===== src/rtl/dot_matrix_scanner.sv =====
// Row-scan driver for the LED dot-matrix panel: digit glyph ROM, scan divider, frame-aligned glyph latch.
// Optional column scrolling is compiled in with `define DM_SCROLL_EN.
module dot_matrix_scanner #(
    parameter int ROWS           = 16,
    parameter int COLS           = 16,
    parameter int SCAN_DIV       = 1000,
    parameter int ROW_ACTIVE_LOW = 1,
    parameter int SCROLL_FRAMES  = 8
) (
    input  logic                    clk,
    input  logic                    rst_n,
    input  logic [3:0]              glyph,
    input  logic                    blank,
    output logic [$clog2(ROWS)-1:0] row_bin,
    output logic [ROWS-1:0]         row,
    output logic [COLS-1:0]         col,
    output logic                    frame_done
);
    localparam int RW = $clog2(ROWS);
    localparam int DW = $clog2(SCAN_DIV);

    logic [DW-1:0]   div_cnt;
    logic [3:0]      glyph_q;
    logic            tick;
    logic            wrap;
    logic [RW-1:0]   row_nxt;
    logic [COLS-1:0] pat;
    logic [COLS-1:0] col_nxt;

    // Stroke set packed as {a,b,c,d,e,f,g}; codes above 9 light nothing.
    function automatic logic [6:0] glyph_strokes(input logic [3:0] d);
        case (d)
            4'd0:    return 7'b1111110;
            4'd1:    return 7'b0110000;
            4'd2:    return 7'b1101101;
            4'd3:    return 7'b1111001;
            4'd4:    return 7'b0110011;
            4'd5:    return 7'b1011011;
            4'd6:    return 7'b1011111;
            4'd7:    return 7'b1110000;
            4'd8:    return 7'b1111111;
            4'd9:    return 7'b1111011;
            default: return 7'b0000000;
        endcase
    endfunction

    function automatic logic [COLS-1:0] rom_row(input logic [3:0] d, input logic [RW-1:0] r);
        logic [6:0]      s;
        logic [COLS-1:0] p;
        int              ri;
        s  = glyph_strokes(d);
        ri = int'(r);
        p  = '0;
        if ((s[6] && ri == 1) || (s[0] && ri == 7) || (s[3] && ri == 13))
            p[11:4] = '1;
        if ((s[1] && ri >= 1 && ri <= 7) || (s[2] && ri >= 7 && ri <= 13))
            p[11] = 1'b1;
        if ((s[5] && ri >= 1 && ri <= 7) || (s[4] && ri >= 7 && ri <= 13))
            p[4] = 1'b1;
        return p;
    endfunction

    function automatic logic [ROWS-1:0] row_drive(input logic [RW-1:0] r);
        logic [ROWS-1:0] oh;
        oh    = '0;
        oh[r] = 1'b1;
        return (ROW_ACTIVE_LOW != 0) ? ~oh : oh;
    endfunction

    assign tick = (div_cnt == DW'(SCAN_DIV - 1));
    assign wrap = tick && (row_bin == RW'(ROWS - 1));

    // row, col and row_bin all load from row_nxt so they never disagree.
    always_comb begin
        row_nxt = row_bin;
        if (wrap)
            row_nxt = '0;
        else if (tick)
            row_nxt = row_bin + RW'(1);
    end

    assign pat = rom_row(glyph_q, row_nxt);

`ifdef DM_SCROLL_EN
    localparam int OW = $clog2(COLS);
    localparam int FW = (SCROLL_FRAMES > 1) ? $clog2(SCROLL_FRAMES) : 1;

    logic [OW-1:0]     offset;
    logic [FW-1:0]     frame_cnt;
    logic [2*COLS-1:0] pat_rot;

    // Offset moves only on the wrap edge, when the loaded row is always empty.
    always_ff @(posedge clk or negedge rst_n) begin
        if (!rst_n) begin
            offset    <= '0;
            frame_cnt <= '0;
        end else if (wrap) begin
            if (frame_cnt == FW'(SCROLL_FRAMES - 1)) begin
                frame_cnt <= '0;
                offset    <= (offset == OW'(COLS - 1)) ? '0 : offset + OW'(1);
            end else begin
                frame_cnt <= frame_cnt + FW'(1);
            end
        end
    end

    assign pat_rot = {pat, pat} << offset;
    assign col_nxt = blank ? '0 : pat_rot[2*COLS-1:COLS];
`else
    assign col_nxt = blank ? '0 : pat;
`endif

    always_ff @(posedge clk or negedge rst_n) begin
        if (!rst_n) begin
            div_cnt    <= '0;
            row_bin    <= '0;
            row        <= row_drive('0);
            col        <= '0;
            frame_done <= 1'b0;
            glyph_q    <= 4'd15;
        end else begin
            div_cnt    <= tick ? '0 : div_cnt + DW'(1);
            row_bin    <= row_nxt;
            row        <= row_drive(row_nxt);
            col        <= col_nxt;
            frame_done <= wrap;
            if (wrap)
                glyph_q <= glyph;
        end
    end
endmodule

===== config.mk =====
export PLATFORM = sky130hd
export DESIGN_NAME = dot_matrix_scanner
export DESIGN_NICKNAME = d
export VERILOG_FILES = /design/src/rtl/dot_matrix_scanner.sv
export SDC_FILE = /design/constraint.sdc
export NUM_CORES = 1
export LEC_CHECK = 0
export CORE_MARGIN = 1
export CORE_UTILIZATION = 54
export DETAILED_ROUTE_END_ITERATION = 6
export PLACE_DENSITY = 0.86
export SLEW_MARGIN = 20
export SYNTH_ARGS = -nofsm -noshare
export SYNTH_HDL_FRONTEND = slang
export SYNTH_SLANG_ARGS = --single-unit
export TNS_END_PERCENT = 50

===== constraint.sdc =====
create_clock -name clk -period 4.3 [get_ports clk]
set_input_delay 0.43 -clock clk [delete_from_list [all_inputs] [get_ports clk]]
set_output_delay 0.43 -clock clk [all_outputs]
set_load 0.02 [all_outputs]

# After elaboration in Yosys (flattened, before gate mapping)
# Memories as Yosys holds them, arrays and structs flattened.
# Index checks and enable logic that the tools add are counted.
# Widths: inputs -> output; s select.
# totals
register_bits	47
mem_bits_ro	112
inputBits	7
out_inout_bits	37
memories	1
# memory_table
name	words	word_bits	rd	rd_ports_with_merged_regs	wr	line_no	source
(no name shown)	16	7	1	0	0	32	case (d)
# classes
add_sub_neg	2
order_cmp	6
eq_ne	5
mux	9
n_bitwise	1
n_reduce_logical	17
# op_table
op	count
$not 16->16	1
$logic_and 1x1->1	13
$mux 12	1
$add 10x1->10 const B	1
$eq 10x10->1 const B	1
$mux 10	1
$eq 4x4->1 const B	2
$ge 4x1->1 const B	2
$mux 4	2
$mux 8	1
$lt 4x5->1 const B	1
$add 4x1->4 const B	1
$demux 1 s4	1
$eq 4x2->1 const B	1
$eq 4x3->1 const B	1
$ge 4x3->1 const B	1
$le 4x3->1 const B	1
$le 4x4->1 const B	1
$logic_or 1x1->1	4
$mux 1	3

# Logic depth before layout (Yosys ltp)
# logic_depth
ltp_word	10
depth_mapped	8

# Least setup slack after synthesis
# No wires, ideal clock.
# synth_path
kind	register to register
startpoint	register row_bin[1]
endpoint	register col[4]
setup_ns	0.066
t_arrival_ns	2.042
required_time_ns	4.234
setup_slack_ns	2.192
path_stages_with_launch	8
path_buffers	0
synth_period_minus_slack_ns	2.108
cell_sequence	dfrtp_1 > ha_1 > nand4b_1 > or4_4 > o211ai_4 > o211ai_4 > a31oi_4 > a221o_1
# synth_via
elab_chain_len	10
elab_cells_between_ends	25
classes_between	1 x add/sub; 4 x order compare; 4 x eq/ne; 5 x mux; 11 x reduce/logical
# synth_lines
item	line_no	source
start: declaration	14	output logic [$clog2(ROWS)-1:0] row_bin,
start signal: assignment	123	row_bin <= row_nxt;
$add 4x1->4 or $eq 4x4->1 (tied branches)	79, 71	
$mux 4 or $logic_and 1x1->1 (tied branches)	78, 71	
$mux 4 *	76	if (wrap)
branches (longest 5 deep; another with $ge 4x1->1)	-	
$mux 1 *	58	if ((s[5] && ri >= 1 && ri <= 7) || (s[4] && ri >= 7 && ri <= 13))
$mux 12 *	110	assign col_nxt = blank ? '0 : pat;
via col_nxt[4]	28	logic [COLS-1:0] col_nxt;
end signal: assignment	125	col <= col_nxt;
end: declaration	16	output logic [COLS-1:0] col,
# Mark *: on every way through the listed nets, which the timed path passes.
# A chain may end at the register's enable or synchronous reset.

# Worst setup path after layout
# layout_path
startpoint	register div_cnt[0]
endpoint	register col[11]
# layout_via
elab_chain_len	10
elab_cells_between_ends	24
classes_between	4 x order compare; 4 x eq/ne; 5 x mux; 11 x reduce/logical
# layout_lines
item	line_no	source
start: declaration	22	logic [DW-1:0] div_cnt;
start signal: assignment	122	div_cnt <= tick ? '0 : div_cnt + DW'(1);
$eq 10x10->1 *	70	assign tick = (div_cnt == DW'(SCAN_DIV - 1));
$mux 4 or $logic_and 1x1->1 (tied branches)	78, 71	
$mux 4 *	76	
branches (longest 5 deep; another with $ge 4x1->1)	-	
$mux 1 *	56	if ((s[1] && ri >= 1 && ri <= 7) || (s[2] && ri >= 7 && ri <= 13))
$mux 12 *	110	
via col_nxt[11]	28	
# Marks and branches as above.

==> flow_metrics.tcl <==
set metrics [dict create \
    coreArea_sq_mm 0.00347 \
    setup_viol 0 \
    ys.flop_type "dfstp_2" \
    p_leak_nw 0.990 \
    root_buffer "clkbuf_8" \
    grt_pass1_vias 1305 \
    gp_congestion 0.870 \
    vias_per_cell 5.30 \
    finalSetupTns_ns 0 \
    post-route-util 0.708 \
    io_buffers 35 \
    worstHoldStart "div_cnt[0]" \
    row_count 21 \
    netlist_area_sq_mm 0.00203 \
    fillCellCount 264 \
    max_freq_ghz 0.384 \
    yosysTopAreaCell "dfstp_2" \
    tightestPinTransition_ns 0.803 \
    worstPathArrival_ns 2.84 \
    synthTopCellsByArea "dfstp_2 25%, dfrtp_1 23%, nand2_1 6.7%" \
    dp.cells 266 \
    ir_worst_vdd_mv 0.189 \
    dr.pass1.iters 4 \
    clock-sinks 38 \
    insertion_delay_ns 0.29 \
    netlist_instances 194 \
    die-area_sq_mm 0.00401 \
    ys_async_sr_fraction 1.00 \
    cts_tree "yes" \
    timing.rr.end "col[11]" \
    antenna_cells 0 \
    max_cap_violations 0 \
    finalMaxSlewViolations 0 \
    routedWlPerCell_um 13.1 \
    status "completed" \
    startpoint_type "flip-flop" \
    ff2ff_setup_slack_ns 1.69 \
    path_max_fanout 13 \
    ys_warn_count 0 \
    htreeDepth 2 \
    antenna_found_initial 0 \
    pin_count 44 \
    floorplan.initialDensity 0.585 \
    fin_crit_ns 2.61 \
    crit_required_ns 4.54 \
    via_count 1451 \
    die_x_um 63.3 \
    worstSetupEndpointType "flip-flop" \
    crit_type "flip-flop to flip-flop" \
    synth_seq_cells 38 \
    r2r_start "div_cnt[0]" \
    area_delta_synth_final_pct 21.0 \
    grtUsageTotal 0.203 \
    synth_area_per_cell_sq_um 10.5 \
    postLayoutCellArea_sq_mm 0.00245 \
    whs_endpoint "div_cnt[0]" \
    final_cells 274 \
    cts_buffers 5 \
    grt_pass1_wl_um 6200 \
    clk_pin_slew_ns 0.07 \
    rsz0062_at_grt "no" \
    hp-class "flip-flop to flip-flop" \
    drc 0 \
    relSlewSlack 0.462 \
    hold_slack_ns 0.458 \
    drive_gt1_frac 0.180 \
    grt_max_degree 17 \
    synth.distinct_cells 48 \
    worstRegToRegCells 7 \
    cts.hold.buffers_added 0 \
    yosysSeqAreaShare 0.480 \
    post_cts_resized 0 \
    post_cts_buffers 0 \
    die_y_um 63.3 \
    yosys.area.top_type_share 0.246 \
    clock_skew_ns 0.00543 \
    synth-edff-count 0 \
    finalHoldViolCount 0 \
    powerDensity_mw_per_mm2 256 \
    fin_crit_sh 0.606 \
    clockBufferDepth 2 \
    placed_area_sq_mm 0.00236 \
    postRouteWirelength_um 3600 \
    hold_path_depth 1 \
    place_hpwl_um 2690 \
    drt-initial-drc-count 37 \
    grt.overflow.total 0 \
    finalNetCount 242 \
    ant_nets 0 \
]
-- worst max-delay path: stages (launching register included) --
cell,delay (ns)
dfrtp_1,0.37
ha_1,0.21
nand2_1,0.14
nor3_2,0.70
mux2i_1,0.63
o211ai_4,0.16
a31oi_4,0.21
a221o_1,0.14
-- report_power, final --
part / internal (mW) / switching [mW] / leakage (nW)
combinational: 0.00595 / 0.0135 / 0.491
clock: 0.129 / 0.122 / 0.0472
sequential: 0.358 / 0 / 0.451
total: 0.493 / 0.136 / 0.990
-- through the flow --
stage | worst slack (ns) | total power [mW]
global placement | 1.81 | 0.384
detailed placement | 1.73 | 0.384
floorplan | 2.19 | 0.376
finish | 1.69 | 0.629
CTS | 1.70 | 0.636
global route | 1.48 | 0.652
-- state kept, by name, summed over array words and instances (netlist names) --
name,cells
row,16
div_cnt,10
glyph_q,4
row_bin,4
col,3
frame_done,1
-- logic make-up (layout without fill, tap and decap cells) --
group / after synthesis / after routing / synth area share
AOI/OAI and AO/OA: 36 / 36 / 0.154
xor gates and xnor gates: 7 / 7 / 0.0302
adders and majority gates: 8 / 8 / 0.0493
buffers and inverters: 25 / 52 / 0.0715
DFF: 38 / 38 / 0.480
muxes: 4 / 4 / 0.0203
other: 1 / 8 / 0.00185
and+or+nand+nor: 75 / 75 / 0.193
-- cells in the mapped netlist, types with 2 or more instances --
library cell  count
a31oi_1           2
a221o_1           2
nor2_1           10
dfstp_2          19
nand2_1          36
o21ai_0          10
a21oi_1           3
buf_4            13
and2_1            3
mux2i_1           3
o211ai_4          2
nor2b_1           2
inv_1             7
o211ai_1          4
and3_1            2
xnor2_1           3
nand3_1           8
ha_1              8
buf_2             2
xor2_1            4
nand4_1           3
a22o_1            2
clkbuf_1          3
dfrtp_1          19
-- worst max-delay path by stage --
stage / from / endpoint / slack (ns) / cells after the start
6_report: div_cnt[0] / col[11] / 1.69 / 7
3_5_place_dp: div_cnt[0] / col[4] / 1.73 / 7
5_1_grt: div_cnt[0] / col[4] / 1.48 / 7
3_3_place_gp: div_cnt[0] / col[11] / 1.81 / 7
2_1_floorplan: row_bin[1] / col[4] / 2.19 / 7
4_1_cts: div_cnt[0] / col[4] / 1.70 / 7
-- area by class of cell --
cell class                 instances  area [sq um]  area share
clock buffer                       6          82.6      0.0336
tap                               46          57.6      0.0234
sequential                        38           975       0.397
timing repair buffer              37           365       0.149
inverter                           7          26.3      0.0107
multi-input combinational        138           936       0.381
clock inverter                     2          12.5     0.00510
-- layer usage --
| layer | routed length (um) | GRT usage | share of wire |
|---|---|---|---|
| met1 | 1690 | 0.270 | 0.47 |
| met2 | 1690 | 0.319 | 0.47 |
| met3 | 157 | 0.0435 | 0.044 |
| met4 | 75 | 0.0938 | 0.021 |
| met5 | 0 | 0 | 0 |
-- placed cells by master, fill, tap and decap left out, types with 4 or more instances in the layout --
cell type | Yosys | routed
ha_1 | 8 | 8
conb_1 | 1 | 8
nand3_1 | 8 | 8
dfstp_2 | 19 | 19
nand2_1 | 36 | 36
xor2_1 | 4 | 4
dfrtp_1 | 19 | 19
inv_1 | 7 | 7
o211ai_1 | 4 | 4
o21ai_0 | 10 | 10
nor2_1 | 10 | 10
clkdlybuf4s50_1 | 0 | 35
clkbuf_8 | 0 | 6
Power figures use the tool's default switching activity.
